$ cat src/rtl/scoreboard_ctrl_pkg.sv
// Shared definitions for the scoreboard issue/read/write controller:
// per-FU state encoding, default sizing and default FU latencies.
package scoreboard_ctrl_pkg;

  typedef enum logic [1:0] {
    FU_IDLE     = 2'd0,
    FU_WAIT_OPS = 2'd1,
    FU_EXEC     = 2'd2,
    FU_WAIT_WB  = 2'd3
  } fu_state_t;

  localparam int DEF_NUM_FUS  = 4;
  localparam int DEF_NUM_REGS = 32;
  localparam int DEF_REG_BITS = 5;
  localparam int DEF_FU_BITS  = 2;

  localparam int DEF_LAT0 = 1;
  localparam int DEF_LAT1 = 3;
  localparam int DEF_LAT2 = 8;
  localparam int DEF_LAT3 = 2;

  // Execute counters hold LAT-1, and LAT is at most 15.
  localparam int CNT_BITS = 4;

endpackage

$ cat src/rtl/scoreboard_ctrl_rr_arbiter.sv
// Round-robin arbiter: one-hot grant to the first requester at or after the
// registered pointer; the pointer then moves one past the winner.
module rr_arbiter #(
  parameter int N = 4
) (
  input  logic         clk,
  input  logic         rst,
  input  logic [N-1:0] req,
  output logic [N-1:0] grant
);

  localparam int PW = (N > 1) ? $clog2(N) : 1;

  logic [PW-1:0] ptr_q;
  logic [PW-1:0] win;
  logic [PW-1:0] idx;
  logic          found;

  // Scan requesters in circular order starting at the pointer.
  always_comb begin
    grant = '0;
    found = 1'b0;
    win   = ptr_q;
    idx   = ptr_q;
    for (int k = 0; k < N; k++) begin
      idx = PW'((int'(ptr_q) + k) % N);
      if (!found && req[idx]) begin
        found      = 1'b1;
        grant[idx] = 1'b1;
        win        = idx;
      end
    end
  end

  // Advance the priority pointer past the winner whenever a grant is given.
  always_ff @(posedge clk or posedge rst) begin
    if (rst) begin
      ptr_q <= '0;
    end else if (found) begin
      ptr_q <= (win == PW'(N - 1)) ? '0 : win + PW'(1);
    end
  end

endmodule

$ cat src/rtl/scoreboard_ctrl.sv
// Scoreboard controller: issue checks (structural, WAW, write-forward RAW),
// per-FU sequencing IDLE->WAIT_OPS->EXEC->WAIT_WB, round-robin operand-read
// and result-write arbitration with WAR protection, and a stall counter.
module scoreboard_ctrl
  import scoreboard_ctrl_pkg::*;
#(
  parameter int NUM_FUS  = DEF_NUM_FUS,
  parameter int NUM_REGS = DEF_NUM_REGS,
  parameter int REG_BITS = DEF_REG_BITS,
  parameter int FU_BITS  = DEF_FU_BITS,
  parameter int LAT0     = DEF_LAT0,
  parameter int LAT1     = DEF_LAT1,
  parameter int LAT2     = DEF_LAT2,
  parameter int LAT3     = DEF_LAT3
) (
  input  logic                         clk,
  input  logic                         rst,
  input  logic                         instr_valid,
  output logic                         instr_ready,
  input  logic [FU_BITS-1:0]           instr_fu,
  input  logic [2:0]                   instr_op,
  input  logic [REG_BITS-1:0]          instr_fi,
  input  logic [REG_BITS-1:0]          instr_fj,
  input  logic [REG_BITS-1:0]          instr_fk,
  input  logic [NUM_FUS-1:0]           busy,
  input  logic [NUM_FUS-1:0]           rj,
  input  logic [NUM_FUS-1:0]           rk,
  input  logic [NUM_REGS*NUM_FUS-1:0]  reg_result_fu,
  output logic                         issue_grant,
  output logic [FU_BITS-1:0]           issue_fu,
  output logic [2:0]                   issue_op,
  output logic [REG_BITS-1:0]          issue_fi,
  output logic [REG_BITS-1:0]          issue_fj,
  output logic [REG_BITS-1:0]          issue_fk,
  output logic [NUM_FUS-1:0]           read_grant,
  output logic [NUM_FUS-1:0]           write_grant,
  output logic [NUM_FUS-1:0]           exec_start,
  output logic [15:0]                  stall_cnt
);

  function automatic int fu_lat(input int i);
    case (i)
      0:       return LAT0;
      1:       return LAT1;
      2:       return LAT2;
      default: return LAT3;
    endcase
  endfunction

  function automatic logic [15:0] sat_inc16(input logic [15:0] v);
    return (v == 16'hFFFF) ? v : v + 16'd1;
  endfunction

  fu_state_t           state_q [NUM_FUS];
  fu_state_t           state_d [NUM_FUS];
  logic [CNT_BITS-1:0] cnt_q   [NUM_FUS];
  logic [REG_BITS-1:0] fi_q    [NUM_FUS];
  logic [REG_BITS-1:0] fj_q    [NUM_FUS];
  logic [REG_BITS-1:0] fk_q    [NUM_FUS];

  logic [NUM_FUS-1:0]  rd_req, wr_req, rd_gnt, wr_gnt;
  logic                sel_idle, sel_busy, waw_hit, fwd_hazard, ready;
  logic [15:0]         stall_q;

  // Issue decision from registered FU state, the current write grant and the
  // status-table inputs; never depends on itself.
  always_comb begin
    sel_idle   = 1'b0;
    sel_busy   = 1'b0;
    waw_hit    = 1'b0;
    fwd_hazard = 1'b0;
    for (int i = 0; i < NUM_FUS; i++) begin
      if (instr_fu == FU_BITS'(i)) begin
        sel_idle = (state_q[i] == FU_IDLE);
        sel_busy = busy[i];
      end
      if (wr_gnt[i] &&
          ((instr_fj != '0 && instr_fj == fi_q[i]) ||
           (instr_fk != '0 && instr_fk == fi_q[i])))
        fwd_hazard = 1'b1;
    end
    for (int r = 1; r < NUM_REGS; r++) begin
      if (instr_fi == REG_BITS'(r))
        waw_hit = |reg_result_fu[r*NUM_FUS +: NUM_FUS];
    end
    ready = !rst && instr_valid && sel_idle && !sel_busy && !waw_hit && !fwd_hazard;
  end

  // Read requests need both operands; write requests are held while another
  // FU still has to read the old value of this FU's destination.
  always_comb begin
    rd_req = '0;
    wr_req = '0;
    for (int i = 0; i < NUM_FUS; i++) begin
      rd_req[i] = (state_q[i] == FU_WAIT_OPS) && rj[i] && rk[i];
      wr_req[i] = (state_q[i] == FU_WAIT_WB);
      for (int j = 0; j < NUM_FUS; j++) begin
        if (j != i && state_q[j] == FU_WAIT_OPS && fi_q[i] != '0 &&
            ((rj[j] && fj_q[j] == fi_q[i]) || (rk[j] && fk_q[j] == fi_q[i])))
          wr_req[i] = 1'b0;
      end
    end
  end

  rr_arbiter #(.N(NUM_FUS)) u_rd_arb (
    .clk   (clk),
    .rst   (rst),
    .req   (rd_req),
    .grant (rd_gnt)
  );

  rr_arbiter #(.N(NUM_FUS)) u_wr_arb (
    .clk   (clk),
    .rst   (rst),
    .req   (wr_req),
    .grant (wr_gnt)
  );

  assign instr_ready = ready;
  assign issue_grant = ready;
  assign issue_fu    = instr_fu;
  assign issue_op    = instr_op;
  assign issue_fi    = instr_fi;
  assign issue_fj    = instr_fj;
  assign issue_fk    = instr_fk;
  assign read_grant  = rst ? '0 : rd_gnt;
  assign write_grant = rst ? '0 : wr_gnt;
  assign exec_start  = rst ? '0 : rd_gnt;
  assign stall_cnt   = stall_q;

  // Per-FU next-state logic.
  always_comb begin
    for (int i = 0; i < NUM_FUS; i++) begin
      state_d[i] = state_q[i];
      case (state_q[i])
        FU_IDLE:     if (ready && instr_fu == FU_BITS'(i)) state_d[i] = FU_WAIT_OPS;
        FU_WAIT_OPS: if (rd_gnt[i])                        state_d[i] = FU_EXEC;
        FU_EXEC:     if (cnt_q[i] == '0)                   state_d[i] = FU_WAIT_WB;
        FU_WAIT_WB:  if (wr_gnt[i])                        state_d[i] = FU_IDLE;
        default:                                           state_d[i] = FU_IDLE;
      endcase
    end
  end

  // Per-FU state registers.
  always_ff @(posedge clk or posedge rst) begin
    if (rst) begin
      for (int i = 0; i < NUM_FUS; i++) state_q[i] <= FU_IDLE;
    end else begin
      for (int i = 0; i < NUM_FUS; i++) state_q[i] <= state_d[i];
    end
  end

  // Latch register indices at issue; load and run the execute countdown.
  always_ff @(posedge clk or posedge rst) begin
    if (rst) begin
      for (int i = 0; i < NUM_FUS; i++) begin
        cnt_q[i] <= '0;
        fi_q[i]  <= '0;
        fj_q[i]  <= '0;
        fk_q[i]  <= '0;
      end
    end else begin
      for (int i = 0; i < NUM_FUS; i++) begin
        if (ready && instr_fu == FU_BITS'(i)) begin
          fi_q[i] <= instr_fi;
          fj_q[i] <= instr_fj;
          fk_q[i] <= instr_fk;
        end
        if (rd_gnt[i])
          cnt_q[i] <= CNT_BITS'(fu_lat(i) - 1);
        else if (state_q[i] == FU_EXEC && cnt_q[i] != '0)
          cnt_q[i] <= cnt_q[i] - CNT_BITS'(1);
      end
    end
  end

  // Count cycles where an instruction is offered but not accepted.
  always_ff @(posedge clk or posedge rst) begin
    if (rst)
      stall_q <= '0;
    else if (instr_valid && !ready)
      stall_q <= sat_inc16(stall_q);
  end

endmodule

$ cat config.mk
export PLATFORM = sky130hd
export DESIGN_NAME = scoreboard_ctrl
export DESIGN_NICKNAME = d
export VERILOG_FILES = /design/src/rtl/scoreboard_ctrl_pkg.sv /design/src/rtl/scoreboard_ctrl_rr_arbiter.sv /design/src/rtl/scoreboard_ctrl.sv
export SDC_FILE = /design/constraint.sdc
export NUM_CORES = 1
export LEC_CHECK = 0
export ABC_AREA = 1
export CORE_MARGIN = 4
export CORE_UTILIZATION = 46
export CTS_CLUSTER_SIZE = 24
export DETAILED_ROUTE_END_ITERATION = 10
export GPL_TIMING_DRIVEN = 0
export PLACE_DENSITY = 0.78
export SYNTH_ARGS = -nofsm -noshare
export SYNTH_HDL_FRONTEND = slang
export SYNTH_SLANG_ARGS = --single-unit
$ cat constraint.sdc
create_clock -name clk -period 4.1 [get_ports clk]
set_clock_uncertainty 0.1 [all_clocks]
set_input_delay 0.82 -clock clk [delete_from_list [all_inputs] [get_ports clk]]
set_output_delay 0.82 -clock clk [all_outputs]
set_load 0.02 [all_outputs]
Word level (Yosys, flattened, before mapping)
Index checks and enable logic that the tools add are counted.
- add/subtract/negate cells: 17
- multiply operators: 0
- divide/modulo/power cells: 0
- magnitude comparators: 16
- eq/ne operators: 97
- shifts and indexed selects: 0
- muxes and demuxes: 145
- bitwise logic cells: 7
- reduce and logical (&&, ||, !) cells: 182
- operators by type and width (operator ; number):
    $eq 5x5->1 ; 32
    $reduce_or 4->1 ; 31
    $logic_and 1x1->1 ; 96
    $mux 4 ; 22
    $eq 5x5->1 const B ; 16
    $mux 1 ; 79
    $mux 2 ; 24
    $eq 5x4->1 const B ; 8
    $pmux 2 s4 ; 4
    $reduce_bool 5->1 ; 6
    $eq 2x2->1 const B ; 12
    $lt 2x3->1 const B ; 8
    $ne 2x2->1 const B ; 12
    $or 4x4->4 ; 6
    $eq 5x3->1 const B ; 4
    $add 16x1->16 const B ; 1
    $bmux 1 s2 ; 8
    $demux 1 s2 ; 8
    $eq 16x16->1 const B ; 1
    $ge 2x1->1 const B ; 8
    $logic_not 4->1 ; 4
    $logic_or 1x1->1 ; 16
    $reduce_and 4->1 ; 4
    $reduce_bool 4->1 ; 4
    13 further kinds ; 50
- register bits: 104
- bits in latches: 0
- RAM bits: 0
- ROM bits: 0
- input bits: 163
- output and inout port bits: 50
- word-level logic and storage cells: 487
- memories: 0

Logic depth before layout (Yosys ltp)
Gate-level depths: netlist of run 1.
- word-level depth: 38
- gate-level depth with buffers: 29
- depth with buffers taken out: 28

Modules after synthesis
A second synthesis of run 1 with hierarchy kept.
- cells, all modules: 1249
- area total of the unflattened synthesis: 9009.9 µm²
- by module, submodules not included (module ; times used ; cells each ; area each (µm²) ; sequential area each (µm²)):
    scoreboard_ctrl ; 1 ; 1058 ; 7831.3 ; 2502.4
    rr_arbiter at u_wr_arb ; 1 ; 99 ; 635.6 ; 50.0
    rr_arbiter at u_rd_arb ; 1 ; 92 ; 543.0 ; 50.0

Worst setup path before layout of run 1
Ideal clock, no wire load.
- kind: input -> output
- from: input rst
- to: output write_grant[0]
- arrival: 3445 ps
- setup slack: -265 ps
- stages on the path: 2
- buffers on the path: 0
- cells stage by stage: inv_1 and2_1
- word-level cells in the longest chain between the ends: 1
- RTL lines (element ; line ; text):
    from (decl) ; scoreboard_ctrl.sv:17 ; input logic rst,
    $mux 4 ; scoreboard_ctrl.sv:127 ; assign write_grant = rst ? '0 : wr_gnt;
    to (decl) ; scoreboard_ctrl.sv:36 ; output logic [NUM_FUS-1:0] write_grant,
No other way between the ends.

Worst setup path in the final report of run 1
- from: register fi_q[17] (netlist bit)
- to: output issue_grant
- word-level cells in the longest chain between the ends: 26
- RTL lines (element ; line ; text):
    from (decl) ; scoreboard_ctrl.sv:57 ; logic [REG_BITS-1:0] fi_q [NUM_FUS];
    from (signal, indexed assignment) ; scoreboard_ctrl.sv:166 ; fi_q[i] <= instr_fi;
    $eq 5x5->1 ; scoreboard_ctrl.sv:99 ; ((rj[j] && fj_q[j] == fi_q[i]) || (rk[j] && fk_q[j] == fi_q[i])))
    $logic_and 1x1->1 ; scoreboard_ctrl.sv:99 ;
    $logic_or 1x1->1 ; scoreboard_ctrl.sv:99 ;
    $logic_and 1x1->1 ; scoreboard_ctrl.sv:98 ; if (j != i && state_q[j] == FU_WAIT_OPS && fi_q[i] != '0 &&
    $mux 1 (3 in a row) ; scoreboard_ctrl.sv:98 ;
    $bmux 1 s2 ; scoreboard_ctrl_rr_arbiter.sv:27 ; if (!found && req[idx]) begin
    $mux 1 (implied by the code) ; scoreboard_ctrl_rr_arbiter.sv:27 ;
    $mux 1 ; scoreboard_ctrl_rr_arbiter.sv:27 ;
    [6 not listed] ; -- ;
    $logic_not 1->1 ; scoreboard_ctrl_rr_arbiter.sv:27 ;
    $logic_and 1x1->1 ; scoreboard_ctrl_rr_arbiter.sv:27 ;
    $mux 4 ; scoreboard_ctrl_rr_arbiter.sv:27 ;
    $logic_and 1x1->1 ; scoreboard_ctrl.sv:77 ; if (wr_gnt[i] &&
    $mux 1 (3 in a row) ; scoreboard_ctrl.sv:77 ;
    $mux 1 * ; scoreboard_ctrl.sv:77 ;
    $logic_not 1->1 * ; scoreboard_ctrl.sv:86 ; ready = !rst && instr_valid && sel_idle && !sel_busy && !waw_hit && !fwd_hazard;
    $logic_and 1x1->1 * ; scoreboard_ctrl.sv:86 ;
    to (decl) ; scoreboard_ctrl.sv:29 ; output logic issue_grant,
Every way passes the cells marked *; elsewhere a longest branch is shown, timed or not. The select of a mux whose other input is x is not followed.

==> summary.txt, run 1 <==
Global route
  • Initial antenna violation count: 0
  • Number of global-route vias before repair: ~9500
  • Global-route usage over all layers: roughly 29%
  • Aggregate global routing overflow: 0
  • First-pass GRT wire length: 50200 um
  • Pin count of the biggest net entering global routing: 35

STA
  • Setup ws final: -0.113 ns
  • Endpoints failing setup: 2
  • Period minus WS final: between 4 and 5 ns
  • Final count of hold timing violations: 0
  • Count of final max-slew check failures: 0
  • Worst rel slew slack: 43.5%
  • Pin slew with the least headroom to its limit: between 0.8 and 0.9 ns
  • Unrepaired setup endpoints after global routing: true
  • Achievable frequency: 237 MHz
  • Post-route worst hold slack: 0.437 ns
  • Final period util: 103%

Floorplanning
  • Die Y: 147 um
  • Floorplan Core Area: around 19000 um2
  • Initial standard-cell utilization of the core: between 40% and 50%
  • Number of cell rows: 50
  • I/O pins: between 200 and 250
  • Die W: between 100 and 150 um
  • Die Area: approximately 22000 um2

Clock tree
  • Clock transition at the registers of the reported paths: about 0.080 ns
  • Sink count of the clock tree: ~100
  • Post-CTS Hold Fix Bufs: 0
  • TritonCTS clock tree: built
  • Latest clock arrival within the worst-skew pair: around 0.36 ns
  • H-tree level count: 3
  • Clock Tree Root: clkbuf_16
  • Maximum count of clock buffers along a single path: 2
  • Number of CTS-inserted buffers: 9

Routing
  • Count of unresolved DRC violations after routing: 0
  • Wire length reported by the detailed router: around 33000 um
  • Per-cell via count in the routed design: approximately 5.7
  • Post-detailed-route wirelength per cell: 18.8 um
  • Via count of the routed design: slightly below 10000
  • Pre-antenna DRT Iters: 7
  • Count of nets left with antenna violations after detail routing: 0
  • Count of routing violations after the opening detailed-route iteration: 1107

Power and ir drop
  • Worst-case vdd ir drop: ~0.31 mV
  • Power density cells: around 660 nW/um2
  • Leakage power total: around 5.4 nW

Setup path
  • Data arrival, critical path: about 3.3 ns
  • CP Max Fanout: 10
  • Element type at the critical path start: register
  • Worst setup EP type: output pin
  • Crit Path Category: register to output pin
  • Worst endpoint required time: roughly 3.2 ns

Yosys
  • Post-synth EDFFs: 0
  • Number of storage elements in the synthesis netlist: between 100 and 150
  • Post-synthesis net count: ~1400
  • Ranking of synthesized cells by area: dfrtp_1, nand2_1, inv_1
  • Mapped Cells: 1233
  • Sequential fraction of the synthesis area: 29.3%
  • Share of flip-flops with an asynchronous set or reset after synthesis: 100%
  • Top-area cell type share of the netlist area: slightly below 30%
  • Synth Cell Area: ~8900 um2
  • Flip-flop cell with the highest count after synthesis: dfrtp_1
  • Yosys warns: 0
  • Synthesized area divided by synthesized cell count: 7.19 um2
  • Synth cell types: 47
  • Cell type contributing the most total cell area after synthesis: dfrtp_1

Status
  • Run status: complete, but fails checks
  • Violations in the final reports: setup timing

Cells and area
  • Antenna cell count: 0
  • Fraction of final layout cells with drive strength greater than 1: between 10% and 20%
  • NumNets Final: roughly 1700
  • Most used cells in the layout excluding fill and tap cells: nand2_1, clkdlybuf4s50_1, inv_1
  • Post-layout utilization of the core: between 60 and 70%
  • Relative area change from synthesis to final layout: 37.1%
  • Most common cell after layout, fill and taps aside: nand2_1

Placement
  • Port bufs: about 190
  • Final weighted congestion in routability-driven placement: just over 1
  • DPL Wire Length: 24600 um

Hold path
  • Type of the tightest min-delay check: register to register

Flow run
  • Max-cap violations: 0
[per-stage QoR]
| step | total power (W) | std cells | setup WS (ns) | area, um2 | setup TNS [ns] |
|---|---|---|---|---|---|
| floorplan | 0.00499 | 1233 | 0.259 | 8870 | 0 |
| global placement | 0.00623 | 1686 | -1.89 | 11100 | -36.47 |
| detailed placement | 0.00636 | 1689 | -1.34 | 11200 | -34.15 |
| CTS | 0.00751 | 1718 | -0.0893 | 11800 | -0.0893 |
| global route | 0.00856 | 1741 | -0.263 | 12200 | -0.516 |
| finish | 0.00798 | 1741 | -0.113 | 12200 | -0.128 |
[cells by family (layout without fill, tap and decap cells)]
| kind of cell | count (synthesis) | in the layout | share of synthesized area [%] |
|---|---|---|---|
| compound gates | 271 | 271 | 19.0 |
| xor+xnor | 69 | 69 | 6.81 |
| fa+ha+maj | 37 | 37 | 5.22 |
| buf+inv | 233 | 481 | 13.0 |
| flops | 104 | 104 | 29.3 |
| simple gates | 519 | 519 | 26.7 |
[critical path, cell delays in order, from the launching register on]
cell,delay (ns)
dfrtp_1,0.35
buf_6,0.17
inv_2,0.13
a221oi_2,0.27
nand3_1,0.18
nand2_1,0.15
nand3_2,0.09
nand4_1,0.12
nand2_2,0.10
o21ai_4,0.25
nand2_2,0.10
nor2_4,0.14
nand3_1,0.09
nand4_1,0.13
nand2_1,0.09
nand2_2,0.16
nor2_8,0.07
nand2_4,0.08
inv_4,0.04
buf_6,0.10
buf_6,0.12
[per-layer routing]
| layer | vias to the layer above | routed length [um] | track usage [%] |
|---|---|---|---|
| met3 | 103 | 3410 | 6.72 |
| met2 | 549 | 15300 | 48.9 |
| li1 | 4667 | - | - |
| met4 | 0 | 1540 | 11.8 |
| met5 | - | 0 | 0 |
| met1 | 4611 | 12500 | 36.1 |
[synth_stat cells, types with 3 or more instances]
cell type,count
nand3_1,76
a221oi_1,28
inv_1,136
o21ai_1,56
o211ai_1,4
nand2_1,237
a31oi_1,4
nor4_1,20
and2_1,3
buf_4,44
a21oi_1,34
o31ai_1,6
nand4_1,27
buf_2,13
o22ai_1,53
nand3_4,3
xnor2_1,30
xor2_1,39
inv_2,21
dfrtp_1,104
nor2_1,97
nand2_2,12
nand3_2,3
ha_1,37
clkbuf_1,3
nor3_1,33
o21ai_0,58
buf_6,12
a221oi_2,3
o41ai_1,15
[final timing paths]
path | from | to | cells after the start | slack (ns)
worst min-delay path | state_q[5] | state_q[5] | 2 | 0.44
worst max-delay path | fi_q[17] | issue_grant | 20 | -0.11
worst min register to register | state_q[5] | state_q[5] | 2 | 0.44
max in group asynchronous | rst | fi_q[18] | 5 | 2.13
min in group asynchronous | rst | stall_cnt[15] | 3 | 1.10
worst max register to register | fi_q[17] | fj_q[1] | 24 | 0.42
[state kept, by name, summed over array words and instances (netlist names)]
signal / flops
cnt_q: 16
fi_q: 20
fj_q: 20
fk_q: 20
stall_cnt: 16
state_q: 8
u_rd_arb.ptr_q: 2
u_wr_arb.ptr_q: 2
[power by group]
part	leakage, nW	switching (W)	internal [W]
clock	0.161	0.000451	0.000549
sequential	1.24	0.000470	0.00146
combinational	4.03	0.00308	0.00197
total	5.43	0.00400	0.00397
[cell type report]
cell class / count / area, um2
Inverter: 161 / 651
Clock inverter: 7 / 113
Timing Repair Buffer: 232 / 2150
Clock buffer: 9 / 225
Buffer: 72 / 591
Tap cell: 260 / 325
Sequential cell: 104 / 2610
Fill cell: 1639 / 6670
Multi-Input combinational cell: 896 / 5500
[timing repair]
action	in CTS	in global routing
pin swaps	50	54
buffers inserted	13	22
setup endpoints to repair	33	14
cloned	0	1
gates resized for setup	175	115
Note: power is estimated with default switching activity, not from simulation.
==> run 2: changes to the inputs <==
Settings changed: GPL_ROUTABILITY_DRIVEN set to 0.
==> run 2 against run 1 <==
Final cell count shrank 0.29%. Utilization shrank 0.80 points. Critical path type unchanged. Clock power is 13% lower. Combinational power rose by 0.8%. The flow still finishes with violations (setup timing). Via count grew 2.7%. Wire length up 2.2%. Critical endpoint unchanged. Sequential share of layout area is 0.28 points higher. Sequential cell count is the same. Power shrank 1.2%. Hold slack worse by 0.023 ns.
==> summary.txt, run 2 (same netlist as run 1, synthesis figures left out) <==
Status
  • Run status: complete, but fails checks
  • Violations in the final reports: setup timing

Setup path
  • Total buffers and inverters traversed by the critical path: 4 (-1)
  • Worst endpoint required time: 3.18 ns (about the same)
  • Crit Path Category: register to output pin
  • Crit-path cells: buf_6 > xor2_1 > a221oi_1 > nand3_1 > nand2_2 > nand3_1 > nand4_1 > and2_4 > nand2_2 > nand2_2 > nand2_2 > nor2_4 > nand3_1 > nand4_1 > nand2_1 > nand2_2 > nor2_8 > nand2_4 > inv_4 > buf_6 > buf_6
  • Element type at the critical path start: register
  • Critical path's most frequent cell: nand2_2
  • Critical Path Slowest Stage Cell: dfrtp_1
  • CP Max Fanout: 10 (unchanged)
  • Crit-path leading delay family: simple AND/OR/NAND/NOR gates
  • Delay contributed by the slowest stage of the critical path: 0.40 ns (+0.05 ns)
  • Worst setup EP type: output pin
  • Data arrival, critical path: 3.32 ns (+0.03 ns)

Cells and area
  • Post-Layout Inst Area: 12000 um2 (-1.2%)
  • Filler Cell Count: 1646 (+0.43%)
  • Antenna cell count: 0 (unchanged)
  • Fraction of final layout cells with drive strength greater than 1: 18.4% (-0.68 points)
  • NumNets Final: 1671 (-0.30%)
  • Most common cell after layout, fill and taps aside: nand2_1
  • Final cell count without fillers: 1736 (-0.29%)
  • Relative area change from synthesis to final layout: 35.4%
  • Most used cells in the layout excluding fill and tap cells: nand2_1, clkdlybuf4s50_1, inv_1
  • Registers with the highest flip-flop counts: fi_q (20), fj_q (20), fk_q (20)
  • FF+latch area: 2610 um2 (about the same)
  • Area occupied by multi-input gates: 5460 um2 (-0.68%)

Clock tree
  • Number of CTS-inserted buffers: 9 (unchanged)
  • Latest clock arrival within the worst-skew pair: 0.37 ns (about the same)
  • Clock transition at the registers of the reported paths: 0.07 ns (about the same)
  • TritonCTS clock tree: built
  • Clock Tree Root: clkbuf_16
  • Sink count of the clock tree: 104 (unchanged)
  • H-tree level count: 3 (unchanged)
  • Maximum count of clock buffers along a single path: 2 (unchanged)
  • Post-CTS Hold Fix Bufs: 0 (unchanged)

Floorplanning
  • Number of cell rows: 50 (unchanged)
  • I/O pins: 213 (unchanged)
  • Initial standard-cell utilization of the core: 47.1% (unchanged)
  • Die Area: 21600 um2 (unchanged)
  • Die W: 147 um (unchanged)
  • Die Y: 147 um (unchanged)
  • Floorplan Core Area: 18800 um2 (unchanged)

Power and ir drop
  • Post-route total power: 0.00788 W (-1.2%)
  • Worst-case vdd ir drop: 0.281 mV (-11%)
  • Power density cells: 656 nW/um2 (about the same)
  • Leakage power total: 5.34 nW (-1.6%)

Routing
  • Wire length reported by the detailed router: 33500 um (+2.2%)
  • Count of unresolved DRC violations after routing: 0 (unchanged)
  • Post-detailed-route wirelength per cell: 19.3 um (+2.5%)
  • Count of nets left with antenna violations after detail routing: 0 (unchanged)
  • Pre-antenna DRT Iters: 7 (unchanged)
  • Via count of the routed design: 10200 (+2.7%)
  • Per-cell via count in the routed design: 5.88 (+3.0%)
  • Count of routing violations after the opening detailed-route iteration: 1327 (+20%)

STA
  • Final period util: 103% (+0.70 points)
  • Count of final max-slew check failures: 0 (unchanged)
  • Unrepaired setup endpoints after global routing: true
  • Period minus WS final: 4.24 ns (+0.0285 ns)
  • Worst rel slew slack: 39.0% (-4.5 points)
  • Pin slew with the least headroom to its limit: 0.910 ns (+0.0629 ns)
  • Achievable frequency: 236 MHz (-0.67%)
  • Setup ws final: -0.142 ns (-0.0285 ns)
  • Endpoints failing setup: 3 (+1)
  • Final count of hold timing violations: 0 (unchanged)

Global route
  • Number of global-route vias before repair: 9795 (+3.0%)
  • Initial antenna violation count: 0 (unchanged)
  • First-pass GRT wire length: 51500 um (+2.6%)
  • Pin count of the biggest net entering global routing: 42 (+20%)
  • Global-route usage over all layers: 29.8% (+0.67 points)
  • Aggregate global routing overflow: 0 (unchanged)

Placement
  • Placed Cells: 1688 (-0.059%)
  • Cell area after placement: 11200 um2 (-0.18%)
  • DPL Wire Length: 24200 um (-1.7%)
  • Port bufs: 193 (unchanged)

Hold path
  • Type of the tightest min-delay check: register to register

Flow run
  • Max-cap violations: 0 (unchanged)
==> run 2: cell types whose count changed in the layout (fill, tap and decap cells not counted), moves of 3 or more <==
cell and delta:
buf_2 +11, clkbuf_2 -8, buf_4 -4, clkdlybuf4s15_1 -4, nand3_1 +4, nand3_2 -4
dlygate4sd2_1 +3
==> run 2: per-stage QoR <==
step	utilization (%)	hold WS (ns)	setup TNS, ns	setup slack [ns]
after floorplan	-	0.366	0	0.259
after global placement	59.1	0.386	-30.03	-1.85
after detailed placement	59.3	0.401	-28.55	-1.27
after CTS	62.2	0.416	-0.0843	-0.0843
after global routing	63.8	0.453	-0.663	-0.256
final	63.8	0.414	-0.189	-0.142
==> run 2: path summary, 6_finish.rpt <==
check	start	to	slack, ns	depth (start not counted)
worst max-delay path	fi_q[16]	issue_grant	-0.14	21
worst min-delay path	cnt_q[13]	cnt_q[13]	0.41	2
worst max register to register	fi_q[16]	fk_q[3]	0.50	23
worst min register to register	cnt_q[13]	cnt_q[13]	0.41	2
max in group asynchronous	rst	fi_q[15]	1.91	3
min in group asynchronous	rst	u_rd_arb.ptr_q[0]	1.16	3
==> run 2: routing by layer <==
| metal | track usage [%] | wire length (um) | vias to the layer above |
|---|---|---|---|
| li1 | - | - | 4657 |
| met5 | 0 | 0 | - |
| met3 | 8.24 | 3820 | 210 |
| met4 | 14.3 | 2140 | 0 |
| met2 | 49.0 | 15300 | 731 |
| met1 | 36.0 | 12200 | 4601 |
==> run 2: worst min-delay path, cell delays in order (launching register included) <==
cell	delay [ns]
dfrtp_1	0.34
nand3_1	0.07
o31ai_1	0.06
==> run 2: layout make-up <==
class	count	area share, %
buffer	72	4.90
clock buffer	10	1.99
clock inverter	6	0.417
inverter	161	5.52
multi-input combinational	896	45.5
sequential	104	21.7
tap	260	2.71
timing repair buffer	226	17.2
timing repair inverter	1	0.0417
==> run 2: where the power goes <==
group	internal (W)	total [W]	switching, W
registers	0.00146	0.00192	0.000466
logic	0.00196	0.00509	0.00313
clock network	0.000438	0.000869	0.000431
==> run 2: repair_timing <==
action                                  CTS  global route
gates resized for setup                 193            95
gates cloned                              1             0
endpoints found under the setup margin   14            14
pin swaps                                61            42
setup buffers                            15            16
